File: config.mk
export PLATFORM = sky130hd
export DESIGN_NAME = tcam_update_ctrl
export DESIGN_NICKNAME = d
export VERILOG_FILES = /design/src/rtl/tcam_pkg.sv /design/src/rtl/tcam_wbit_gen.sv /design/src/rtl/tcam_update_ctrl.sv
export SDC_FILE = /design/constraint.sdc
export NUM_CORES = 1
export LEC_CHECK = 0
export ABC_CLOCK_PERIOD_IN_PS = 4170
export CORE_UTILIZATION = 47
export CTS_CLUSTER_DIAMETER = 60
export DETAILED_ROUTE_END_ITERATION = 8
export PLACE_DENSITY_LB_ADDON = 0.08
export SLEW_MARGIN = 30
export SYNTH_ARGS = -nofsm -noshare
export SYNTH_HDL_FRONTEND = slang
export SYNTH_SLANG_ARGS = --single-unit
export TNS_END_PERCENT = 100
File: constraint.sdc
create_clock -name clk -period 4.17 [get_ports clk]
set_clock_uncertainty 0.2 [all_clocks]
set_input_delay 0.834 -clock clk [delete_from_list [all_inputs] [get_ports clk]]
set_output_delay 0.834 -clock clk [all_outputs]
set_load 0.01 [all_outputs]
File: src/rtl/tcam_pkg.sv
// Shared definitions for the TCAM rule-update path: sizing helpers,
// the default chunk width and the update sequencer state encoding.
package tcam_pkg;

    localparam int CHUNK_W_DEF = 5;

    // Ceiling log2, never below 1 so that index ports keep a real width
    function automatic int log2c(input int n);
        int r;
        r = 1;
        for (int i = 1; i < 31; i++) begin
            if ((1 << i) < n) begin
                r = i + 1;
            end
        end
        return r;
    endfunction

    function automatic int num_chunk(input int rule_len, input int chunk_w);
        return (rule_len + chunk_w - 1) / chunk_w;
    endfunction

    typedef enum logic [1:0] {
        IDLE  = 2'd0,
        DRAIN = 2'd1,
        WRITE = 2'd2,
        DONE  = 2'd3
    } state_e;

endpackage

File: src/rtl/tcam_wbit_gen.sv
// Combinational write-bit generator: for one LUTRAM address, decides per
// chunk whether the rule's (value, mask) slice matches that address.
module tcam_wbit_gen
    import tcam_pkg::*;
#(
    parameter int RULE_LEN = 32,
    parameter int CHUNK_W  = CHUNK_W_DEF,
    localparam int NUM_CHUNK = num_chunk(RULE_LEN, CHUNK_W)
) (
    input  logic [CHUNK_W-1:0]   addr,
    input  logic [RULE_LEN-1:0]  value,
    input  logic [RULE_LEN-1:0]  mask,
    input  logic                 op,
    output logic [NUM_CHUNK-1:0] wbit
);

    localparam int PAD_W = NUM_CHUNK * CHUNK_W;

    logic [PAD_W-1:0] value_pad;
    logic [PAD_W-1:0] mask_pad;

    // Zero extension makes the unused top bits of the last chunk don't-care
    assign value_pad = PAD_W'(value);
    assign mask_pad  = PAD_W'(mask);

    always_comb begin
        wbit = '0;
        for (int c = 0; c < NUM_CHUNK; c++) begin
            wbit[c] = op & (((addr ^ value_pad[c*CHUNK_W +: CHUNK_W])
                             & mask_pad[c*CHUNK_W +: CHUNK_W]) == '0);
        end
    end

endmodule

File: src/rtl/tcam_update_ctrl.sv
// Rule-update sequencer: takes one install/delete command, stalls search,
// and rewrites the rule column at every chunk RAM address in turn.
module tcam_update_ctrl
    import tcam_pkg::*;
#(
    parameter int RULE_LEN = 32,
    parameter int MAX_RULE = 64,
    parameter int CHUNK_W  = CHUNK_W_DEF,
    localparam int IDX_W     = log2c(MAX_RULE),
    localparam int NUM_CHUNK = num_chunk(RULE_LEN, CHUNK_W)
) (
    input  logic                 clk,
    input  logic                 rst,
    input  logic                 upd_valid,
    output logic                 upd_ready,
    input  logic                 upd_op,
    input  logic [IDX_W-1:0]     upd_rule_idx,
    input  logic [RULE_LEN-1:0]  upd_value,
    input  logic [RULE_LEN-1:0]  upd_mask,
    output logic                 ram_we,
    output logic [CHUNK_W-1:0]   ram_addr,
    output logic [IDX_W-1:0]     ram_rule_idx,
    output logic [NUM_CHUNK-1:0] ram_wbit,
    output logic                 search_stall,
    output logic                 done,
    output logic                 err
);

    state_e state_q, state_d;

    logic                 op_q;
    logic [IDX_W-1:0]     idx_q;
    logic [RULE_LEN-1:0]  value_q;
    logic [RULE_LEN-1:0]  mask_q;

    logic                 ram_we_q, ram_we_d;
    logic [CHUNK_W-1:0]   ram_addr_q, ram_addr_d;
    logic [IDX_W-1:0]     ram_rule_idx_q, ram_rule_idx_d;
    logic [NUM_CHUNK-1:0] ram_wbit_q, ram_wbit_d;
    logic                 err_q, err_d;

    logic [NUM_CHUNK-1:0] wbit_gen;
    logic                 accept;
    logic                 reject;
    logic                 last_addr;

    assign accept    = (state_q == IDLE) && upd_valid;
    assign last_addr = &ram_addr_q;

    // A power-of-two rule count cannot be exceeded by an IDX_W-bit index
    if (MAX_RULE < (1 << IDX_W)) begin : g_range
        assign reject = (idx_q >= IDX_W'(MAX_RULE));
    end else begin : g_norange
        assign reject = 1'b0;
    end

    always_ff @(posedge clk or negedge rst) begin
        if (!rst) begin
            state_q <= IDLE;
        end else begin
            state_q <= state_d;
        end
    end

    always_comb begin
        state_d = state_q;
        case (state_q)
            IDLE:    if (upd_valid) state_d = DRAIN;
            DRAIN:   state_d = reject ? DONE : WRITE;
            WRITE:   if (last_addr) state_d = DONE;
            DONE:    state_d = IDLE;
            default: state_d = IDLE;
        endcase
    end

    // Next values of the registered RAM port; the address register doubles as the walk counter
    always_comb begin
        ram_we_d   = 1'b0;
        ram_addr_d = '0;
        err_d      = err_q;
        case (state_q)
            IDLE: err_d = 1'b0;
            DRAIN: begin
                if (reject) begin
                    err_d = 1'b1;
                end else begin
                    ram_we_d = 1'b1;
                end
            end
            WRITE: begin
                if (!last_addr) begin
                    ram_we_d   = 1'b1;
                    ram_addr_d = ram_addr_q + CHUNK_W'(1);
                end
            end
            default: ;
        endcase
        ram_rule_idx_d = ram_we_d ? idx_q : '0;
        ram_wbit_d     = ram_we_d ? wbit_gen : '0;
    end

    tcam_wbit_gen #(
        .RULE_LEN (RULE_LEN),
        .CHUNK_W  (CHUNK_W)
    ) u_wbit_gen (
        .addr  (ram_addr_d),
        .value (value_q),
        .mask  (mask_q),
        .op    (op_q),
        .wbit  (wbit_gen)
    );

    always_ff @(posedge clk or negedge rst) begin
        if (!rst) begin
            ram_we_q       <= 1'b0;
            ram_addr_q     <= '0;
            ram_rule_idx_q <= '0;
            ram_wbit_q     <= '0;
            err_q          <= 1'b0;
        end else begin
            ram_we_q       <= ram_we_d;
            ram_addr_q     <= ram_addr_d;
            ram_rule_idx_q <= ram_rule_idx_d;
            ram_wbit_q     <= ram_wbit_d;
            err_q          <= err_d;
        end
    end

    // Command fields only matter once accepted, so they carry no reset
    always_ff @(posedge clk) begin
        if (accept) begin
            op_q    <= upd_op;
            idx_q   <= upd_rule_idx;
            value_q <= upd_value;
            mask_q  <= upd_mask;
        end
    end

    assign upd_ready    = (state_q == IDLE);
    assign search_stall = (state_q != IDLE);
    assign done         = (state_q == DONE);
    assign err          = (state_q == DONE) && err_q;
    assign ram_we       = ram_we_q;
    assign ram_addr     = ram_addr_q;
    assign ram_rule_idx = ram_rule_idx_q;
    assign ram_wbit     = ram_wbit_q;

endmodule

==> flow_summary.ini <==
[route]
wl_met2_um = 2937
vias_per_cell = 4.836
drc = 0
wl_met3_um = 366
routed.top_layer = met4
drt_iter0_drc = 69
wirelength_um = 6198
antenna_left = 0
vias = 1949
drt-wirelength-per-cell_um = 15.38
wl_met1_um = 2759
dr.pass1.iters = 4

[floorplan]
die_h_um = 88.34
initial_core_util = 0.4856
row_count = 31
core_area_sq_um = 7214
die_w_um = 88.34
dieArea_sq_um = 7803
ios = 97

[sta]
finalSetupTns_ps = 0
setup_viol = 0
fin_crit_sh = 0.6839
finalHoldViolCount = 0
period_minus_slack_ps = 2852
fmax_mhz = 350.7
worst_pin_slew_ps = 962.4
slew_headroom = 0.3556
rsz0062_at_grt = false
whs_ps = 237.6
slew_violations = 0
timing.final.ws_setup_ps = 1318

[pwr]
powerDensity_nw_per_um2 = 538.0
vdd_drop_max_mv = 0.2587
power_leakage_nw = 1.715

[critical_path]
worstSetupStartpoint = ram_addr[0]
reg2regPathDepth = 7
cp_max_fo = 8
regToRegEndpoint = ram_wbit[0]
arrival_ps = 2890
crit_end = ram_wbit[0]
crit_type = register to register
r2r_slack_ps = 1320
endpoint_kind = register
cp_data_required_time_ps = 4210
worst_setup_path_start_kind = register
r2r-start = ram_addr[0]

[synth]
ys_seq_area_frac = 0.7586
async_reset_ff_frac = 0.2283
avgSynthCellArea_sq_um = 17.78
syn_area_sq_um = 3503
yosys-top-cells-count = 71 x edfxtp_1, 21 x dfrtp_1, 20 x xnor2_1
synthTopCellsByArea = edfxtp_1 61%, dfrtp_1 15%, xnor2_1 5.0%
synth-edff-count = 71
synth_most_common_cell = edfxtp_1
ys_seq_elements = 92
yosys_warnings = 0
yosys.area.top_type = edfxtp_1
synth_top_area_share = 0.6086
synth_cell_types = 32
netlist_instances = 197
syn_nets = 277
synth-main-ff-cell = edfxtp_1

[clock_tree]
cts_tree = yes
holdBufCountCts = 0
clockBufferDepth = 2
cts.sinks = 92
clockRootBuffer = clkbuf_8
numCtsBuffers = 9
htree_levels = 3
clk_pin_slew_ps = 80
insertion_delay_ps = 340
cts_setup_buffers = 0
cts_resized = 0

[min_path]
holdPathStages = 1
holdCritPathClass = register to register

[global_route]
grt_antenna_before_repair = 0
overflow = 0
grt_usage = 0.1758
grt_max_degree = 41
grt_pass1_vias = 1993
grt_pass1_wl_um = 9687

[placement]
port_buffers = 95
place_hpwl_um = 4345
gp_congestion = 0.7805
dp_slack_ps = 1303

[run_status]
status = complete, no violations

[layout]
drive_gt1_frac = 0.09211
area_growth_pct = 36.29
antenna_cells = 0
nets = 379

[job]
cap_viol_max_count = 0
-- layout by cell type, fill, tap and decap left out, types with 2 or more instances in the layout --
| cell type | count |
|---|---|
| a2111oi_2 | 6 |
| a21boi_0 | 6 |
| a221o_1 | 6 |
| and2_0 | 6 |
| and2_1 | 6 |
| clkbuf_8 | 10 |
| clkdlybuf4s50_1 | 94 |
| clkinv_1 | 2 |
| dfrtp_1 | 21 |
| edfxtp_1 | 71 |
| ha_1 | 6 |
| inv_1 | 6 |
| o21a_1 | 2 |
| o21ai_0 | 6 |
| or3_1 | 6 |
| xnor2_1 | 20 |
| xor2_1 | 7 |
-- how the worst min path moves through the flow --
stage / startpoint / to / slack [ps]
after floorplan: mask_q[31] / ram_wbit[6] / 220
after global placement: mask_q[31] / ram_wbit[6] / 220
after global routing: mask_q[31] / ram_wbit[6] / 260
after CTS: mask_q[31] / ram_wbit[6] / 240
final: mask_q[31] / ram_wbit[6] / 240
after detailed placement: mask_q[31] / ram_wbit[6] / 230
-- kinds of logic (layout without fill, tap and decap cells) --
| kind of cell | count (synthesis) | in the layout | synth area share |
|---|---|---|---|
| other | 1 | 1 | 0.001070 |
| and+or+nand+nor | 29 | 29 | 0.05250 |
| muxes | 2 | 2 | 0.009642 |
| xor gates and xnor gates | 27 | 27 | 0.06750 |
| AOI/OAI and AO/OA | 29 | 29 | 0.07572 |
| adders and majority gates | 6 | 6 | 0.02143 |
| DFF | 92 | 92 | 0.7586 |
| buffers and inverters | 11 | 118 | 0.01357 |
-- through the flow --
| stage | cells | cell area (sq um) | util | power [W] |
|---|---|---|---|---|
| floorplan | 197 | 3503 | - | 0.001697 |
| global placement | 387 | 4579 | 0.6348 | 0.001995 |
| detailed placement | 387 | 4574 | 0.6341 | 0.002013 |
| CTS | 403 | 4775 | 0.6618 | 0.002598 |
| global route | 403 | 4775 | 0.6618 | 0.002707 |
| finish | 403 | 4775 | 0.6618 | 0.002569 |
-- cell type report --
| cell class | instances | area [sq um] |
|---|---|---|
| sequential | 92 | 2658 |
| fill | 510 | 2440 |
| timing repair buffer | 96 | 965.9 |
| multi-input combinational | 94 | 804.5 |
| clock buffer | 10 | 137.6 |
| tap | 99 | 123.9 |
| clock inverter | 6 | 62.56 |
| inverter | 6 | 22.52 |
-- report_power, final --
group          switching, W  total [W]  internal [W]
logic              0.000360   0.000701      0.000341
clock network      0.000295   0.000588      0.000293
registers         0.0000682    0.00128       0.00121
total              0.000724    0.00257       0.00184
-- state kept, by name, summed over array words and instances, names as in the netlist --
signal	flops
state_q	2
idx_q	6
op_q	1
ram_rule_idx	6
mask_q	32
ram_we	1
ram_addr	5
ram_wbit	7
value_q	32
-- critical path, stage by stage, from the launching register on --
cell	delay, ps
dfrtp_1	430
ha_1	240
and3_1	150
ha_1	240
nor3b_2	800
xor2_1	120
and2_0	220
a2111oi_2	330
-- metal layers --
layer  global-route usage  up-vias
met5                    0        -
met4              0.08065        0
met3              0.04571       10
met2               0.2727       74
met1               0.2347      933
li1                     -      932
No activity file was read; power rests on OpenSTA's default activity.
